==> config.mk <==
export PLATFORM = sky130hd
export DESIGN_NAME = register_rename
export DESIGN_NICKNAME = d
export VERILOG_FILES = /design/src/rtl/register_rename.sv
export SDC_FILE = /design/constraint.sdc
export NUM_CORES = 2
export LEC_CHECK = 0
export ABC_AREA = 1
export CAP_MARGIN = 20
export CORE_ASPECT_RATIO = 0.6
export CORE_MARGIN = 3
export CORE_UTILIZATION = 45
export DETAILED_ROUTE_END_ITERATION = 7
export DONT_BUFFER_PORTS = 1
export GPL_TIMING_DRIVEN = 0
export HOLD_SLACK_MARGIN = 0.15
export PLACE_DENSITY = 0.63
export REMOVE_ABC_BUFFERS = 1
export SKIP_CTS_REPAIR_TIMING = 1
export SYNTH_ARGS = -nofsm -noshare
export SYNTH_HDL_FRONTEND = slang
export SYNTH_SLANG_ARGS = --single-unit
==> constraint.sdc <==
create_clock -name clk -period 25.9 [get_ports clk]
set_input_delay 5.18 -clock clk [delete_from_list [all_inputs] [get_ports clk]]
set_output_delay 5.18 -clock clk [all_outputs]
set_load 0.01 [all_outputs]
==> src/rtl/register_rename.sv <==
// ============================================================================
// register_rename
// In-order rename stage: maps rs/rd to physical tags from a circular free list.
// Rev 1.0
// ============================================================================
`default_nettype none

module register_rename #(
   parameter int NUM_REG       = 32,
   parameter int NUM_REG_LOG2  = $clog2(NUM_REG),
   parameter int NUM_TAGS      = 64,
   parameter int NUM_TAGS_LOG2 = $clog2(NUM_TAGS),
   parameter int NUM_FREE      = NUM_TAGS - NUM_REG,
   parameter int FREE_LOG2     = $clog2(NUM_FREE)
) (
   input  logic                     clk,
   input  logic                     rst,
   input  logic                     stall_in,
   input  logic                     in_valid,
   input  logic [7:0]               pc,
   input  logic [NUM_REG_LOG2-1:0]  arch_rs [0:1],
   input  logic [NUM_REG_LOG2-1:0]  arch_rd,
   input  logic                     retire_valid,
   input  logic [NUM_REG_LOG2-1:0]  retire_reg,
   input  logic [NUM_TAGS_LOG2-1:0] retire_tag,
   input  logic                     flush,
   output logic                     rename_stall,
   output logic                     out_valid,
   output logic [7:0]               out_pc,
   output logic [NUM_REG_LOG2-1:0]  out_arch_rd,
   output logic [NUM_TAGS_LOG2-1:0] out_tag_rd,
   output logic [NUM_TAGS_LOG2-1:0] out_old_tag_rd,
   output logic [NUM_TAGS_LOG2-1:0] out_tag_rs [0:1],
   output logic [FREE_LOG2:0]       free_count
);

   logic [NUM_TAGS_LOG2-1:0] rat_q  [NUM_REG];
   logic [NUM_TAGS_LOG2-1:0] crat_q [NUM_REG];
   logic [NUM_TAGS_LOG2-1:0] fl_q   [NUM_FREE];
   logic [FREE_LOG2:0]       head_q, head_d, chead_q, chead_d, tail_q, tail_d;

   logic                     out_valid_q;
   logic [7:0]               out_pc_q;
   logic [NUM_REG_LOG2-1:0]  out_arch_rd_q;
   logic [NUM_TAGS_LOG2-1:0] out_tag_rd_q, out_old_tag_rd_q;
   logic [NUM_TAGS_LOG2-1:0] out_tag_rs_q [0:1];

   logic                     need_tag, fire, alloc, retire_en;
   logic [NUM_TAGS_LOG2-1:0] new_tag;

   always_comb begin
      need_tag     = in_valid & (arch_rd != '0);
      free_count   = tail_q - head_q;
      rename_stall = stall_in | flush | (need_tag & (free_count == '0));
      fire         = in_valid & ~rename_stall;
      alloc        = fire & need_tag;
      retire_en    = retire_valid & (retire_reg != '0) & (retire_tag != '0);
      new_tag      = fl_q[head_q[FREE_LOG2-1:0]];
      chead_d      = chead_q + {{FREE_LOG2{1'b0}}, retire_en};
      tail_d       = tail_q + {{FREE_LOG2{1'b0}}, retire_en};
      // Flush rewinds allocation to the committed point, including this cycle's retire
      head_d       = flush ? chead_d : head_q + {{FREE_LOG2{1'b0}}, alloc};
   end

   always_ff @(posedge clk or posedge rst) begin
      if (rst) begin
         for (int i = 0; i < NUM_REG; i++) begin
            rat_q[i]  <= NUM_TAGS_LOG2'(i);
            crat_q[i] <= NUM_TAGS_LOG2'(i);
         end
         for (int k = 0; k < NUM_FREE; k++) begin
            fl_q[k] <= NUM_TAGS_LOG2'(NUM_REG + k);
         end
         head_q  <= '0;
         chead_q <= '0;
         tail_q  <= (FREE_LOG2+1)'(NUM_FREE);
      end else begin
         head_q  <= head_d;
         chead_q <= chead_d;
         tail_q  <= tail_d;
         if (retire_en) begin
            fl_q[tail_q[FREE_LOG2-1:0]] <= crat_q[retire_reg];
            crat_q[retire_reg]          <= retire_tag;
         end
         if (flush) begin
            for (int i = 0; i < NUM_REG; i++) begin
               rat_q[i] <= (retire_en && retire_reg == NUM_REG_LOG2'(i)) ? retire_tag : crat_q[i];
            end
         end else if (alloc) begin
            rat_q[arch_rd] <= new_tag;
         end
      end
   end

   always_ff @(posedge clk or posedge rst) begin
      if (rst) begin
         out_valid_q      <= 1'b0;
         out_pc_q         <= '0;
         out_arch_rd_q    <= '0;
         out_tag_rd_q     <= '0;
         out_old_tag_rd_q <= '0;
         out_tag_rs_q[0]  <= '0;
         out_tag_rs_q[1]  <= '0;
      end else if (flush) begin
         out_valid_q <= 1'b0;
      end else if (!stall_in) begin
         if (fire) begin
            out_valid_q      <= 1'b1;
            out_pc_q         <= pc;
            out_arch_rd_q    <= arch_rd;
            out_tag_rs_q[0]  <= rat_q[arch_rs[0]];
            out_tag_rs_q[1]  <= rat_q[arch_rs[1]];
            out_tag_rd_q     <= need_tag ? new_tag : '0;
            out_old_tag_rd_q <= need_tag ? rat_q[arch_rd] : '0;
         end else begin
            out_valid_q <= 1'b0;
         end
      end
   end

   assign out_valid      = out_valid_q;
   assign out_pc         = out_pc_q;
   assign out_arch_rd    = out_arch_rd_q;
   assign out_tag_rd     = out_tag_rd_q;
   assign out_old_tag_rd = out_old_tag_rd_q;
   assign out_tag_rs[0]  = out_tag_rs_q[0];
   assign out_tag_rs[1]  = out_tag_rs_q[1];

endmodule

`default_nettype wire

==> impl_results.md <==
* DRT antenna net count at 0
* # port buffers at 0
* Achievable frequency at around 0.078 GHz
* DRC viols at 4
* Data required, critical path at 20720 ps
* Worst min path class: register to register
* Avg Inst Size Synth at approximately 7.1 um^2
* Reg-to-reg startpoint: head_q[2]$_DFF_PP0_
* Maxcap violations at 0
* Cells after Synth at approximately 5500
* WHS at 407 ps
* Final Util at 0.499
* Final hold viol count at 0
* DP HPWL at approximately 100 mm
* Fraction of layout cells with a size suffix above 1 at 0.121
* Clock tree buffer depth at 3
* Hold wc startpoint: crat_q[191]$_DFFE_PP0P_
* Period Utilization, post-route at 0.497
* Placed cells at 6400
* Worst VDD drop at between 0.1 and 0.15 mV
* ANT cells at 0
* Core Rows at just over 80
* Vias/cell at about 6
* Clk sink count at around 630
* Cell Area, Synth at between 0.03 and 0.04 mm^2
* Largest net degree at the start of global routing at around 240
* Cell Pwr Density at between 90 and 100 mW/mm^2
* Routed WL at roughly 150 mm
* Antenna violations before repair at 3
* Slew Limit Fails at 0
* Post-synth EDFFs at 0
* RSZ-0062 raised after global routing: false
* Leak at about 20 nW
* CP Cell Sequence: nor2_4, buf_12, nand3_1, nand2_1, nor2_1, nand2_1, nor2_1, nand2_4, buf_16, nand2_1
* Avg WL per Cell at roughly 24 um
* Core Region at ~0.086 mm^2
* CP Class: input pin to output pin
* # H-tree levels at 3
* Status: finished with violations
* Worst path most repeated cell: nand2_1
* Die area at 0.0908 mm^2
* I/O pin cnt at between 80 and 90
* Min-Delay Endpoint: crat_q[191]$_DFFE_PP0P_
* Top cell type's share of synthesized area at 0.229
* Worst-path fanout max at 26
* Fillers at roughly 8500
* Total Routing Usage GR at 0.328
* Clk_lat worst skew at approximately 670 ps
* Total grt overflow at 0
* Initial core utilization at 0.457
* Total CTS buffers at 66
* Crit. End Element: output pin
* Chip Height at approximately 230 um
* Root buffer cell: clkbuf_16
* Post-Route Skew at 41.0 ps
* Sequential share of the synthesized area at 0.412
* Crit-path max cell delay at 500 ps
* Worst reg2reg path depth at 22
* 1st-iter DRT viols at 6269
* Area Overhead vs Synth at 9.19%
* Worst-Margin Slew at 1120 ps
* Setup WS pre-CTS at about 13000 ps
* R2R setup slack at around 21000 ps
* Finished Layout Cells at about 6500
* Worst slew margin at 0.251
* Worst hold stages at 0
* Synth warnings at 0
* Die Width at ~390 um
* Synth area leaders: dfrtp_1, dfstp_2, nand2_1, nand3_1, o21ai_0
* # setup viols final at 0
* Dominant cell type by area after synthesis: dfrtp_1
* Yosys cell types at 39
* Nets@finish at between 5000 and 6000
* First-pass detailed-route iteration total at 8
* CP arrival at 7700 ps
* Violated checks: DRC
* Number of global-route vias before repair at roughly 36000
* Reg2Reg Capture Point: head_q[5]$_DFF_PP0_
* Startpoint class of the critical path: input pin
* Most used flip-flop cell after synthesis: dfrtp_1
* Min Tclk post-route at 12880 ps
* Final WS setup at 13020 ps
* Cell at the slowest stage of the critical path: nor2_4
* Post-synth ARST share at 1.00
* Flops & latches, synth at 632
* Most instantiated library cell after synthesis: nand2_1
* CTS tree: done
* Via count at a little under 40000
* Clk pin slew, worst setup/hold paths at 70 ps
* Top post-synthesis cells by count: nand2_1, nand3_1, inv_1, o21ai_0, dfrtp_1
* RePlAce Congestion at approximately 1.0
* First-pass GRT wire length at about 230 mm
==> layout make-up <==
cell class / instances / area, um^2 / share of cell area
well taps: 1147 / 1440 / 0.0335
clock buffers: 102 / 1980 / 0.0463
clock inverters: 19 / 220 / 0.00514
flip-flops and latches: 632 / 16200 / 0.377
repair buffers: 79 / 1400 / 0.0327
multi-input cells: 4106 / 19900 / 0.466
inverters: 442 / 1680 / 0.0392
==> registers in the layout, indices dropped and copies added, names as in the netlist <==
signal	flops
crat_q	192
fl_q	192
out_valid	1
out_old_tag_rd	6
head_q	6
rat_q	192
out_tag_rs	12
tail_q	6
out_pc	8
out_arch_rd	5
out_tag_rd	6
chead_q	6
==> cells in the final DEF (no fill, tap or decap), types with 4 or more instances in the layout <==
cell type	netlist	routed
nand4_2	8	8
nand3_1	1073	1073
nand2_4	0	4
buf_16	0	14
o21ai_0	371	371
clkbuf_8	0	13
nor3_1	29	28
and2_1	108	108
clkinv_2	0	10
nor2_1	145	143
dfstp_2	273	273
nand4_4	23	23
buf_12	0	30
buf_4	7	5
o22ai_1	90	90
dfrtp_1	359	357
nand2_2	31	40
o21a_1	78	78
clkbuf_16	0	69
inv_1	391	382
nand3_4	4	4
buf_2	127	6
clkinv_8	0	4
inv_2	44	49
o221ai_1	4	4
clkbuf_1	194	20
ha_1	11	11
clkinv_1	7	7
a22oi_1	4	4
nand4_1	57	57
xnor2_1	4	4
xor2_1	7	7
buf_8	0	21
a21oi_1	123	122
nor3_2	15	16
o211ai_1	76	76
nor2_4	35	36
nand2_1	1796	1783
nor2_2	5	6
==> cell families (layout without fill, tap and decap cells) <==
logic type | after synthesis | count (layout) | share of synthesized area
compound gates | 748 | 748 | 0.109
flops | 632 | 632 | 0.412
simple gates | 3335 | 3335 | 0.391
xor+xnor | 11 | 11 | 0.00246
fa+ha+maj | 12 | 12 | 0.00402
buf+inv | 794 | 642 | 0.0815
==> worst max-delay path, delay by kind of cell <==
family	cells	cell delay, ps
and+or+nand+nor	8	1840
buffers and inverters	2	610
==> how the worst max path moves through the flow <==
stage               start  cells after the start                 endpoint  slack (ps)
6_report       arch_rd[1]                     10             rename_stall       13020
5_1_grt        arch_rd[1]                     10             rename_stall       13020
4_1_cts        arch_rd[1]                     10             rename_stall       13160
3_5_place_dp   arch_rd[1]                     10             rename_stall       13160
3_3_place_gp          rst                      1  crat_q[161]$_DFFE_PP0P_       -4760
2_1_floorplan         rst                      1     chead_q[0]$_DFF_PP0_        3470
==> metal layers <==
| metal | global-route usage | wire (um) | up-vias |
|---|---|---|---|
| li1 | - | - | 17900 |
| met1 | 0.489 | 66500 | 18900 |
| met2 | 0.420 | 57400 | 2644 |
| met3 | 0.130 | 23700 | 359 |
| met4 | 0.118 | 5690 | 8 |
| met5 | 0.00623 | 101 | - |
==> stage by stage <==
step / TNS [ps] / cell area (um^2) / power [W]
floorplan: 0 / 37700 / 0.00232
global route: 0 / 42800 / 0.00422
detailed placement: 0 / 40500 / 0.00298
global placement: -1660200 / 39100 / 0.00286
finish: 0 / 42800 / 0.00404
CTS: 0 / 42700 / 0.00398
==> power breakdown <==
| group | internal, W | total [W] | switching (W) |
|---|---|---|---|
| sequential | 0.00134 | 0.00154 | 0.000201 |
| clock | 0.000561 | 0.000997 | 0.000436 |
| combinational | 0.000435 | 0.00151 | 0.00108 |
Power figures use the tool's default switching activity.
